**config.mk**
```make
export PLATFORM = sky130hd
export DESIGN_NAME = pipe_ctrl_flat
export DESIGN_NICKNAME = d
export VERILOG_FILES = /design/src/rtl/pipe_ctrl_if.sv /design/src/rtl/pipe_ctrl.sv /design/src/flat_wrapper.sv
export SDC_FILE = /design/constraint.sdc
export NUM_CORES = 1
export LEC_CHECK = 0
export ABC_AREA = 1
export BUFFER_PORTS_ARGS = -buffer_cell sky130_fd_sc_hd__buf_2
export CORE_MARGIN = 4
export CORE_UTILIZATION = 55
export DETAILED_ROUTE_END_ITERATION = 6
export PLACE_DENSITY = 0.81
export RECOVER_POWER = 50
export SKIP_LAST_GASP = 1
export SYNTH_ARGS = -nofsm -noshare
export SYNTH_HDL_FRONTEND = slang
export SYNTH_SLANG_ARGS = --single-unit
```
**constraint.sdc**
```tcl
create_clock -name clk -period 2.5 [get_ports clk]
set_input_delay 0.125 -clock clk [delete_from_list [all_inputs] [get_ports clk]]
set_output_delay 0.125 -clock clk [all_outputs]
set_load 0.1 [all_outputs]
```
**src/rtl/pipe_ctrl_if.sv**
```systemverilog
// Handshake bundle between the pipeline datapath and the stall/flush controller.
// The datapath side is the master: it reports hazards and memory status.
// The controller side is the slave: it returns register enables, bubbles and counters.
interface pipe_ctrl_if #(
    parameter int CNT_W = 32,
    parameter int REG_W = 5
);
    // Hazard and memory status from the datapath
    logic [REG_W-1:0] id_rs1;
    logic [REG_W-1:0] id_rs2;
    logic             id_uses_rs2;
    logic [REG_W-1:0] ex_rd;
    logic             ex_mem_read;
    logic             ex_br_taken;
    logic             imem_ready;
    logic             mem_req;
    logic             dmem_ready;

    // Register-bank controls back to the datapath
    logic             pc_en;
    logic             ifid_en;
    logic             idex_en;
    logic             exmem_en;
    logic             memwb_en;
    logic             ifid_flush;
    logic             idex_flush;

    // Performance counters
    logic [CNT_W-1:0] stall_cnt;
    logic [CNT_W-1:0] flush_cnt;

    modport master (
        output id_rs1, id_rs2, id_uses_rs2, ex_rd, ex_mem_read, ex_br_taken,
               imem_ready, mem_req, dmem_ready,
        input  pc_en, ifid_en, idex_en, exmem_en, memwb_en, ifid_flush, idex_flush,
               stall_cnt, flush_cnt
    );

    modport slave (
        input  id_rs1, id_rs2, id_uses_rs2, ex_rd, ex_mem_read, ex_br_taken,
               imem_ready, mem_req, dmem_ready,
        output pc_en, ifid_en, idex_en, exmem_en, memwb_en, ifid_flush, idex_flush,
               stall_cnt, flush_cnt
    );
endinterface

```
**src/rtl/pipe_ctrl.sv**
```systemverilog
// Stall/flush controller for the 5-stage RV32I pipeline.
// Control outputs are purely combinational from inputs and state. A small FSM
// remembers that a wrong-path fetch is still in flight after a redirect, so its
// returning beat is turned into a bubble instead of entering ID.
module pipe_ctrl #(
    parameter int CNT_W = 32,
    parameter int REG_W = 5
) (
    input  logic      clk,
    input  logic      rst,
    pipe_ctrl_if.slave p
);
    typedef enum logic {RUN, DISCARD} state_t;

    state_t           state_q, state_d;
    logic [CNT_W-1:0] stall_cnt_q, stall_cnt_d;
    logic [CNT_W-1:0] flush_cnt_q, flush_cnt_d;

    logic [REG_W-1:0] ex_rd;
    logic             dstall, redirect, loaduse;
    logic             pc_en, ifid_en, idex_en, exmem_en, memwb_en;
    logic             ifid_flush, idex_flush;
    logic             redirect_take;

    assign ex_rd    = p.ex_rd;
    assign dstall   = p.mem_req & ~p.dmem_ready;
    assign redirect = p.ex_br_taken;
    // x0 is hard-wired zero, so a load targeting it never creates a hazard
    assign loaduse  = p.ex_mem_read & (ex_rd != '0) &
                      ((ex_rd == p.id_rs1) | (p.id_uses_rs2 & (ex_rd == p.id_rs2)));

    // Prioritised hazard resolution: DSTALL > REDIRECT > LOADUSE/DISCARD > FETCH_WAIT
    always_comb begin
        state_d       = state_q;
        pc_en         = 1'b1;
        ifid_en       = 1'b1;
        idex_en       = 1'b1;
        exmem_en      = 1'b1;
        memwb_en      = 1'b1;
        ifid_flush    = 1'b0;
        idex_flush    = 1'b0;
        redirect_take = 1'b0;

        if (!rst) begin
            // Reset forces every bank to hold, regardless of state
            pc_en    = 1'b0;
            ifid_en  = 1'b0;
            idex_en  = 1'b0;
            exmem_en = 1'b0;
            memwb_en = 1'b0;
            state_d  = RUN;
        end else if (dstall) begin
            // A pending data access freezes the whole pipe; nothing else may move
            pc_en    = 1'b0;
            ifid_en  = 1'b0;
            idex_en  = 1'b0;
            exmem_en = 1'b0;
            memwb_en = 1'b0;
        end else if (redirect) begin
            // PC takes the target; the two younger instructions are squashed.
            // An unfinished fetch belongs to the old path and must be dropped later.
            ifid_flush    = 1'b1;
            idex_flush    = 1'b1;
            redirect_take = 1'b1;
            if (state_q == RUN && !p.imem_ready)
                state_d = DISCARD;
        end else if (state_q == DISCARD) begin
            // PC already holds the target; wait out the stale beat and bubble IF/ID
            pc_en = 1'b0;
            if (loaduse) begin
                ifid_en    = 1'b0;
                idex_flush = 1'b1;
            end else begin
                ifid_flush = 1'b1;
            end
            if (p.imem_ready)
                state_d = RUN;
        end else if (loaduse) begin
            // Hold PC and ID for one cycle, push a bubble into EX
            pc_en      = 1'b0;
            ifid_en    = 1'b0;
            idex_flush = 1'b1;
        end else if (!p.imem_ready) begin
            // Fetch not back yet: keep PC, feed a bubble into ID
            pc_en      = 1'b0;
            ifid_flush = 1'b1;
        end
    end

    // Saturating counter next-state
    always_comb begin
        stall_cnt_d = stall_cnt_q;
        flush_cnt_d = flush_cnt_q;
        if (!pc_en && stall_cnt_q != '1)
            stall_cnt_d = stall_cnt_q + 1'b1;
        if (redirect_take && flush_cnt_q != '1)
            flush_cnt_d = flush_cnt_q + 1'b1;
    end

    // State and counter registers
    always_ff @(posedge clk or negedge rst) begin
        if (!rst) begin
            state_q     <= RUN;
            stall_cnt_q <= '0;
            flush_cnt_q <= '0;
        end else begin
            state_q     <= state_d;
            stall_cnt_q <= stall_cnt_d;
            flush_cnt_q <= flush_cnt_d;
        end
    end

    assign p.pc_en      = pc_en;
    assign p.ifid_en    = ifid_en;
    assign p.idex_en    = idex_en;
    assign p.exmem_en   = exmem_en;
    assign p.memwb_en   = memwb_en;
    assign p.ifid_flush = ifid_flush;
    assign p.idex_flush = idex_flush;
    assign p.stall_cnt  = stall_cnt_q;
    assign p.flush_cnt  = flush_cnt_q;
endmodule

```
**src/flat_wrapper.sv**
```systemverilog
// flat-port wrapper written by rule: the top's interface ports become plain ports
module pipe_ctrl_flat 
#(
    parameter int CNT_W = 32,
    parameter int REG_W = 5
)
  (clk, rst, p_id_rs1, p_id_rs2, p_id_uses_rs2, p_ex_rd, p_ex_mem_read, p_ex_br_taken, p_imem_ready, p_mem_req, p_dmem_ready, p_pc_en, p_ifid_en, p_idex_en, p_exmem_en, p_memwb_en, p_ifid_flush, p_idex_flush, p_stall_cnt, p_flush_cnt);
  pipe_ctrl_if #(.CNT_W(CNT_W), .REG_W(REG_W)) p_i ();
  input  logic clk;
  input  logic rst;
  input wire logic [$bits(p_i.id_rs1)-1:0] p_id_rs1;
  input wire logic [$bits(p_i.id_rs2)-1:0] p_id_rs2;
  input wire logic [$bits(p_i.id_uses_rs2)-1:0] p_id_uses_rs2;
  input wire logic [$bits(p_i.ex_rd)-1:0] p_ex_rd;
  input wire logic [$bits(p_i.ex_mem_read)-1:0] p_ex_mem_read;
  input wire logic [$bits(p_i.ex_br_taken)-1:0] p_ex_br_taken;
  input wire logic [$bits(p_i.imem_ready)-1:0] p_imem_ready;
  input wire logic [$bits(p_i.mem_req)-1:0] p_mem_req;
  input wire logic [$bits(p_i.dmem_ready)-1:0] p_dmem_ready;
  output wire logic [$bits(p_i.pc_en)-1:0] p_pc_en;
  output wire logic [$bits(p_i.ifid_en)-1:0] p_ifid_en;
  output wire logic [$bits(p_i.idex_en)-1:0] p_idex_en;
  output wire logic [$bits(p_i.exmem_en)-1:0] p_exmem_en;
  output wire logic [$bits(p_i.memwb_en)-1:0] p_memwb_en;
  output wire logic [$bits(p_i.ifid_flush)-1:0] p_ifid_flush;
  output wire logic [$bits(p_i.idex_flush)-1:0] p_idex_flush;
  output wire logic [$bits(p_i.stall_cnt)-1:0] p_stall_cnt;
  output wire logic [$bits(p_i.flush_cnt)-1:0] p_flush_cnt;
  assign p_i.id_rs1 = p_id_rs1;
  assign p_i.id_rs2 = p_id_rs2;
  assign p_i.id_uses_rs2 = p_id_uses_rs2;
  assign p_i.ex_rd = p_ex_rd;
  assign p_i.ex_mem_read = p_ex_mem_read;
  assign p_i.ex_br_taken = p_ex_br_taken;
  assign p_i.imem_ready = p_imem_ready;
  assign p_i.mem_req = p_mem_req;
  assign p_i.dmem_ready = p_dmem_ready;
  assign p_pc_en = p_i.pc_en;
  assign p_ifid_en = p_i.ifid_en;
  assign p_idex_en = p_i.idex_en;
  assign p_exmem_en = p_i.exmem_en;
  assign p_memwb_en = p_i.memwb_en;
  assign p_ifid_flush = p_i.ifid_flush;
  assign p_idex_flush = p_i.idex_flush;
  assign p_stall_cnt = p_i.stall_cnt;
  assign p_flush_cnt = p_i.flush_cnt;
  pipe_ctrl #(.CNT_W(CNT_W), .REG_W(REG_W)) u_core (.clk(clk), .rst(rst), .p(p_i));
endmodule
```
# == Yosys cells after proc, flatten, opt, wreduce, memory -nomap -nowiden ==
# Cells that the tools add are included.
# classes
n_bitwise,7
reduce_logical,7
add_sub_neg,2
n_mux,30
eq_ne,6
# ops
cell,count
32-bit by 1-bit adder with 32-bit output (second input constant),2
32-bit != test (second input constant),2
1-bit two-way mux,30
5-bit equality test,2
5-bit nonzero test,1
1-bit bitwise AND,4
1-bit logical AND,3
3-bit by 2-bit != test with 1-bit output (second input constant),1
1-bit logical NOT,2
2-bit != test (second input constant),1
1-bit inverter,2
2-bit AND reduction,1
1-bit bitwise OR,1
# word_totals
regBits,65
word_cells,55
in_bits,23

# == Longest topological paths before layout ==
# logic_depth
depth_word,11
mapped_depth,12

# == Worst setup path after synthesis ==
# No wires, ideal clock.
# synth_path
kind,input-to-output
from,in p_mem_req
to,out p_ifid_flush
path_stages,7
arrival_time_ps,2400
t_required_ps,2375
setup_slack_ps,-25
cell_sequence,inv_1 nor2_1 inv_1 nand2_1 inv_1 nand2_1 nor2_1
# synth_via
elab_chain_cells,3
# synth_lines
element,line_no,rtl
from (decl),flat_wrapper.sv:18,input wire logic [$bits(p_i.mem_req)-1:0] p_mem_req;
1-bit bitwise AND,pipe_ctrl.sv:26,assign dstall = p.mem_req & ~p.dmem_ready;
1-bit two-way mux,pipe_ctrl.sv:52,end else if (dstall) begin
1-bit two-way mux,pipe_ctrl.sv:44,if (!rst) begin
to (decl),flat_wrapper.sv:25,output wire logic [$bits(p_i.ifid_flush)-1:0] p_ifid_flush;
# Every way passes these cells.

# == Worst setup path after layout ==
# layout_path
from,"reg u_core.stall_cnt_q[1], in the netlist u_core.p.stall_cnt[1]"
to,"reg u_core.stall_cnt_q[11], in the netlist u_core.p.stall_cnt[11]"
# layout_via
elab_chain_cells,2
# layout_lines
element,line_no,rtl
from (decl),pipe_ctrl.sv:16,"logic [CNT_W-1:0] stall_cnt_q, stall_cnt_d;"
from (signal assigned),pipe_ctrl.sv:108,stall_cnt_q <= stall_cnt_d;
"parallel branches: the longest is 2 deep, another holds 32-bit by 1-bit adder with 32-bit output",n/a,
# Several ways; the timed one is not identified.
# A chain may end at the register's enable or synchronous reset.

==> impl_summary.log <==
INFO  metric postCtsSetupBuffers = 0
INFO  metric layout-drive-gt1-share = 0.120
INFO  metric gp_congestion = 0.952
INFO  metric layout_common_cells = nand2_1, nor2_1, dfrtp_1
INFO  metric rsz0062_at_grt = no
INFO  metric synthesis.yosys.warnings = 0
INFO  metric critPathArrivalTime = 2.45 ns
INFO  metric ff_latch_area = 0.00163 mm^2
INFO  metric post_synth_inst_count = 636
INFO  metric switching_power = 1.72 mW
INFO  metric cap_viol_max_count = 1
INFO  metric clkSinkCount = 65
INFO  metric most_common_library_cell_in_the_layout_ignoring_fill_and_taps = nand2_1
INFO  metric grt_util_all_layers = 0.267
INFO  metric p_sw_frac = 0.472
INFO  metric n_antenna_cell = 0
INFO  metric fin_worst_hold_slack = 0.0859 ns
INFO  metric synth.yosys.seq_area_share = 0.379
INFO  metric synthesis.nets = 661
INFO  metric layout.nets = 757
INFO  metric port-buffer-count = 93
INFO  metric power.density_cell_area = 725 mW/mm^2
INFO  metric critPathLaunchType = flip-flop
INFO  metric holdCritPathClass = in -> reg
INFO  metric floorplan.initialDensity = 0.579
INFO  metric clk_root_buffer_cell = clkbuf_8
INFO  metric worst_ir_drop_vdd = 1220 uV
INFO  metric cp_data_required_time = 2.79 ns
INFO  metric crit_path_end_kind = flip-flop
INFO  metric via_per_inst = 5.32
INFO  metric max_clock_freq = 462 MHz
INFO  metric detail_route.wl_per_cell = 14.1 um
INFO  metric grt_overflow = 0
INFO  metric hold_viol_final = 0
INFO  metric design.portCount = 94
INFO  metric fp.dieW = 96.3 um
INFO  metric finalPower = 3.65 mW
INFO  metric synth.distinct_cells = 29
INFO  metric sum_of_net_half_perimeters_after_detailed_placement = 8.85 mm
INFO  metric tritoncts = done
INFO  metric highest-signal-layer = met4
INFO  metric first_pass_iters = 5
INFO  metric core_region = 0.00741 mm^2
INFO  metric setup_viol = 0
INFO  metric detail_route.wirelength.met1 = 5.00 mm
INFO  metric syn-cell-area = 0.00429 mm^2
INFO  metric dr_total_vias = 4434
INFO  metric setup_total_negative_slack = 0 ns
INFO  metric met3RoutedLength = 782 um
INFO  metric final.min_clock_period = 2.16 ns
INFO  metric worst_skew_pair.late_latency = 0.34 ns
INFO  metric dieArea = 0.00928 mm^2
INFO  metric slew_viol_final = 67
INFO  metric critical_path_peak_fanout = 32
INFO  metric fp-row-count = 31
INFO  metric slew_headroom = -0.0862
INFO  metric post-route-drc-count = 0
INFO  metric syn2layout_area_growth = 17.4%
INFO  metric cts.clk_slew.worst_paths = 0.07 ns
INFO  metric finish.utilization = 0.680
INFO  metric power.share.sequential = 0.360
INFO  metric violated_checks = capacitance limit, slew limit
INFO  metric clock_tree.htree_level_count = 3
INFO  metric synth-seq-cells = 65
INFO  metric power_report.internal_total = 1.93 mW
INFO  metric antenna_left = 0
INFO  metric layout.cells.non_filler = 834
INFO  metric multiInputGateArea = 0.00236 mm^2
INFO  metric grt_antenna_before_repair = 0
INFO  metric via_count_of_the_first_global_routing_pass = 4292
INFO  metric detail_route_met2_wl = 5.68 mm
INFO  metric fillCellCount = 699
INFO  metric buffers_from_clock_root_to_sink_at_most = 2
INFO  metric fp.dieH = 96.3 um
INFO  metric first_pass_grt_wire_length = 19.4 mm
INFO  metric clockPowerShare = 0.260
INFO  metric worstSetupPathType = reg -> reg
INFO  metric synthesis.area_per_instance = 6.75 um^2
INFO  metric cts_made_buffers = 9
INFO  metric leakage = 2.53 nW
INFO  metric pin_count_of_the_biggest_net_entering_global_routing = 67
INFO  metric portion_of_the_clock_cycle_consumed_by_the_worst_path_in_the_final_layout = 0.866
INFO  metric result_of_the_run = finished with violations
INFO  metric comb_power_share = 0.379
INFO  metric wirelength = 11.7 mm
INFO  metric worst_pin_slew = 1.63 ns
INFO  metric drt_first_iter_violations = 320
INFO  metric numPlacedInstances = 819
INFO  metric finalClockSkew = 0.00735 ns
-- cell type report --
cell class / instances / share of cell area
Clock buffer: 11 / 0.0261
Clock inverter: 3 / 0.0134
Inverter: 61 / 0.0454
Multi-Input combinational cell: 496 / 0.469
Sequential cell: 65 / 0.323
Tap cell: 99 / 0.0246
Timing Repair Buffer: 99 / 0.0986
-- synth_stat cells --
| master | instances | area (um^2) |
|---|---|---|
| nand2_1 | 243 | 912 |
| nor2_1 | 73 | 274 |
| dfrtp_1 | 65 | 1630 |
| inv_1 | 59 | 221 |
| nand3_1 | 54 | 270 |
| xor2_1 | 32 | 280 |
| nor3_1 | 31 | 155 |
| xnor2_1 | 16 | 140 |
| nand4_1 | 9 | 56.3 |
| nand3b_1 | 7 | 52.6 |
| o21ai_1 | 6 | 30.0 |
| buf_4 | 5 | 37.5 |
| o21ai_0 | 5 | 25.0 |
| buf_2 | 4 | 20.0 |
| clkbuf_1 | 4 | 15.0 |
| nor2_2 | 3 | 18.8 |
| nor4_1 | 3 | 18.8 |
| ha_1 | 2 | 25.0 |
| inv_2 | 2 | 7.51 |
| nand2_2 | 2 | 12.5 |
| nand3_2 | 2 | 20.0 |
| nor3b_1 | 2 | 15.0 |
| a21oi_1 | 1 | 5.00 |
| a32oi_1 | 1 | 8.76 |
| and2_1 | 1 | 6.26 |
| buf_1 | 1 | 3.75 |
| nand4_2 | 1 | 12.5 |
| nor3_2 | 1 | 10.0 |
| nor3b_2 | 1 | 12.5 |
-- sequential cells by signal (all words and copies together) (netlist names) --
| signal | cells |
|---|---|
| u_core.p.flush_cnt | 32 |
| u_core.state_q | 1 |
| u_core.p.stall_cnt | 32 |
-- routing by layer --
layer	vias up	global-route usage
li1	2188	-
met1	2065	0.340
met2	161	0.453
met3	20	0.0516
met4	0	0.0900
met5	-	0
-- timing repair --
action                                 4_1_cts  5_1_grt
endpoints found under the hold margin        1        0
resized for setup                            0        0
hold buffers                                 1        0
-- power groups by stage --
| stage | Sequential (mW) | Clock, mW | Combinational, mW |
|---|---|---|---|
| 2_1_floorplan | 2.10 | 0 | 0.368 |
| 3_3_place_gp | 1.32 | 0 | 1.40 |
| 3_5_place_dp | 1.33 | 0 | 1.42 |
| 4_1_cts | 1.31 | 0.962 | 1.42 |
| 5_1_grt | 1.34 | 1.02 | 1.46 |
| 6_report | 1.32 | 0.951 | 1.39 |
-- path summary, 6_finish.rpt --
path                                   startpoint                endpoint  slack [ns]  cells past startpoint
max in group asynchronous                     rst   u_core.p.flush_cnt[0]        1.08                      2
max                         u_core.p.stall_cnt[1]  u_core.p.stall_cnt[11]        0.34                      9
min reg2reg                u_core.p.flush_cnt[20]  u_core.p.flush_cnt[20]        0.53                      1
min in group asynchronous                     rst   u_core.p.stall_cnt[8]        0.43                      2
min                                  p_dmem_ready          u_core.state_q        0.09                      4
max reg2reg                 u_core.p.stall_cnt[1]  u_core.p.stall_cnt[11]        0.34                      9
-- stage by stage --
stage,worst slack [ns],instance area (um^2)
2_1_floorplan,0.0362,4300
3_3_place_gp,0.528,4890
3_5_place_dp,0.363,4890
4_1_cts,0.338,5100
5_1_grt,0.143,5040
6_report,0.335,5040
-- critical path, stage by stage (launching register included) --
cell and delay [ns]:
dfrtp_1 0.42, ha_1 0.25, nand3_2 0.16, inv_2 0.10, nand3_2 0.11, nor3b_2 0.22, nand4_2 0.13, nand2_2 0.49
nand2_1 0.12, nand2_1 0.09
-- cells by family (layout without fill, tap and decap cells) --
group / Yosys count / in the layout / synth area share
flops: 65 / 65 / 0.379
fa+ha+maj: 2 / 2 / 0.00583
xor+xnor: 48 / 48 / 0.0979
compound gates: 13 / 13 / 0.0160
simple gates: 433 / 433 / 0.430
buf+inv: 75 / 174 / 0.0711
(Power assumes the default switching activity.)
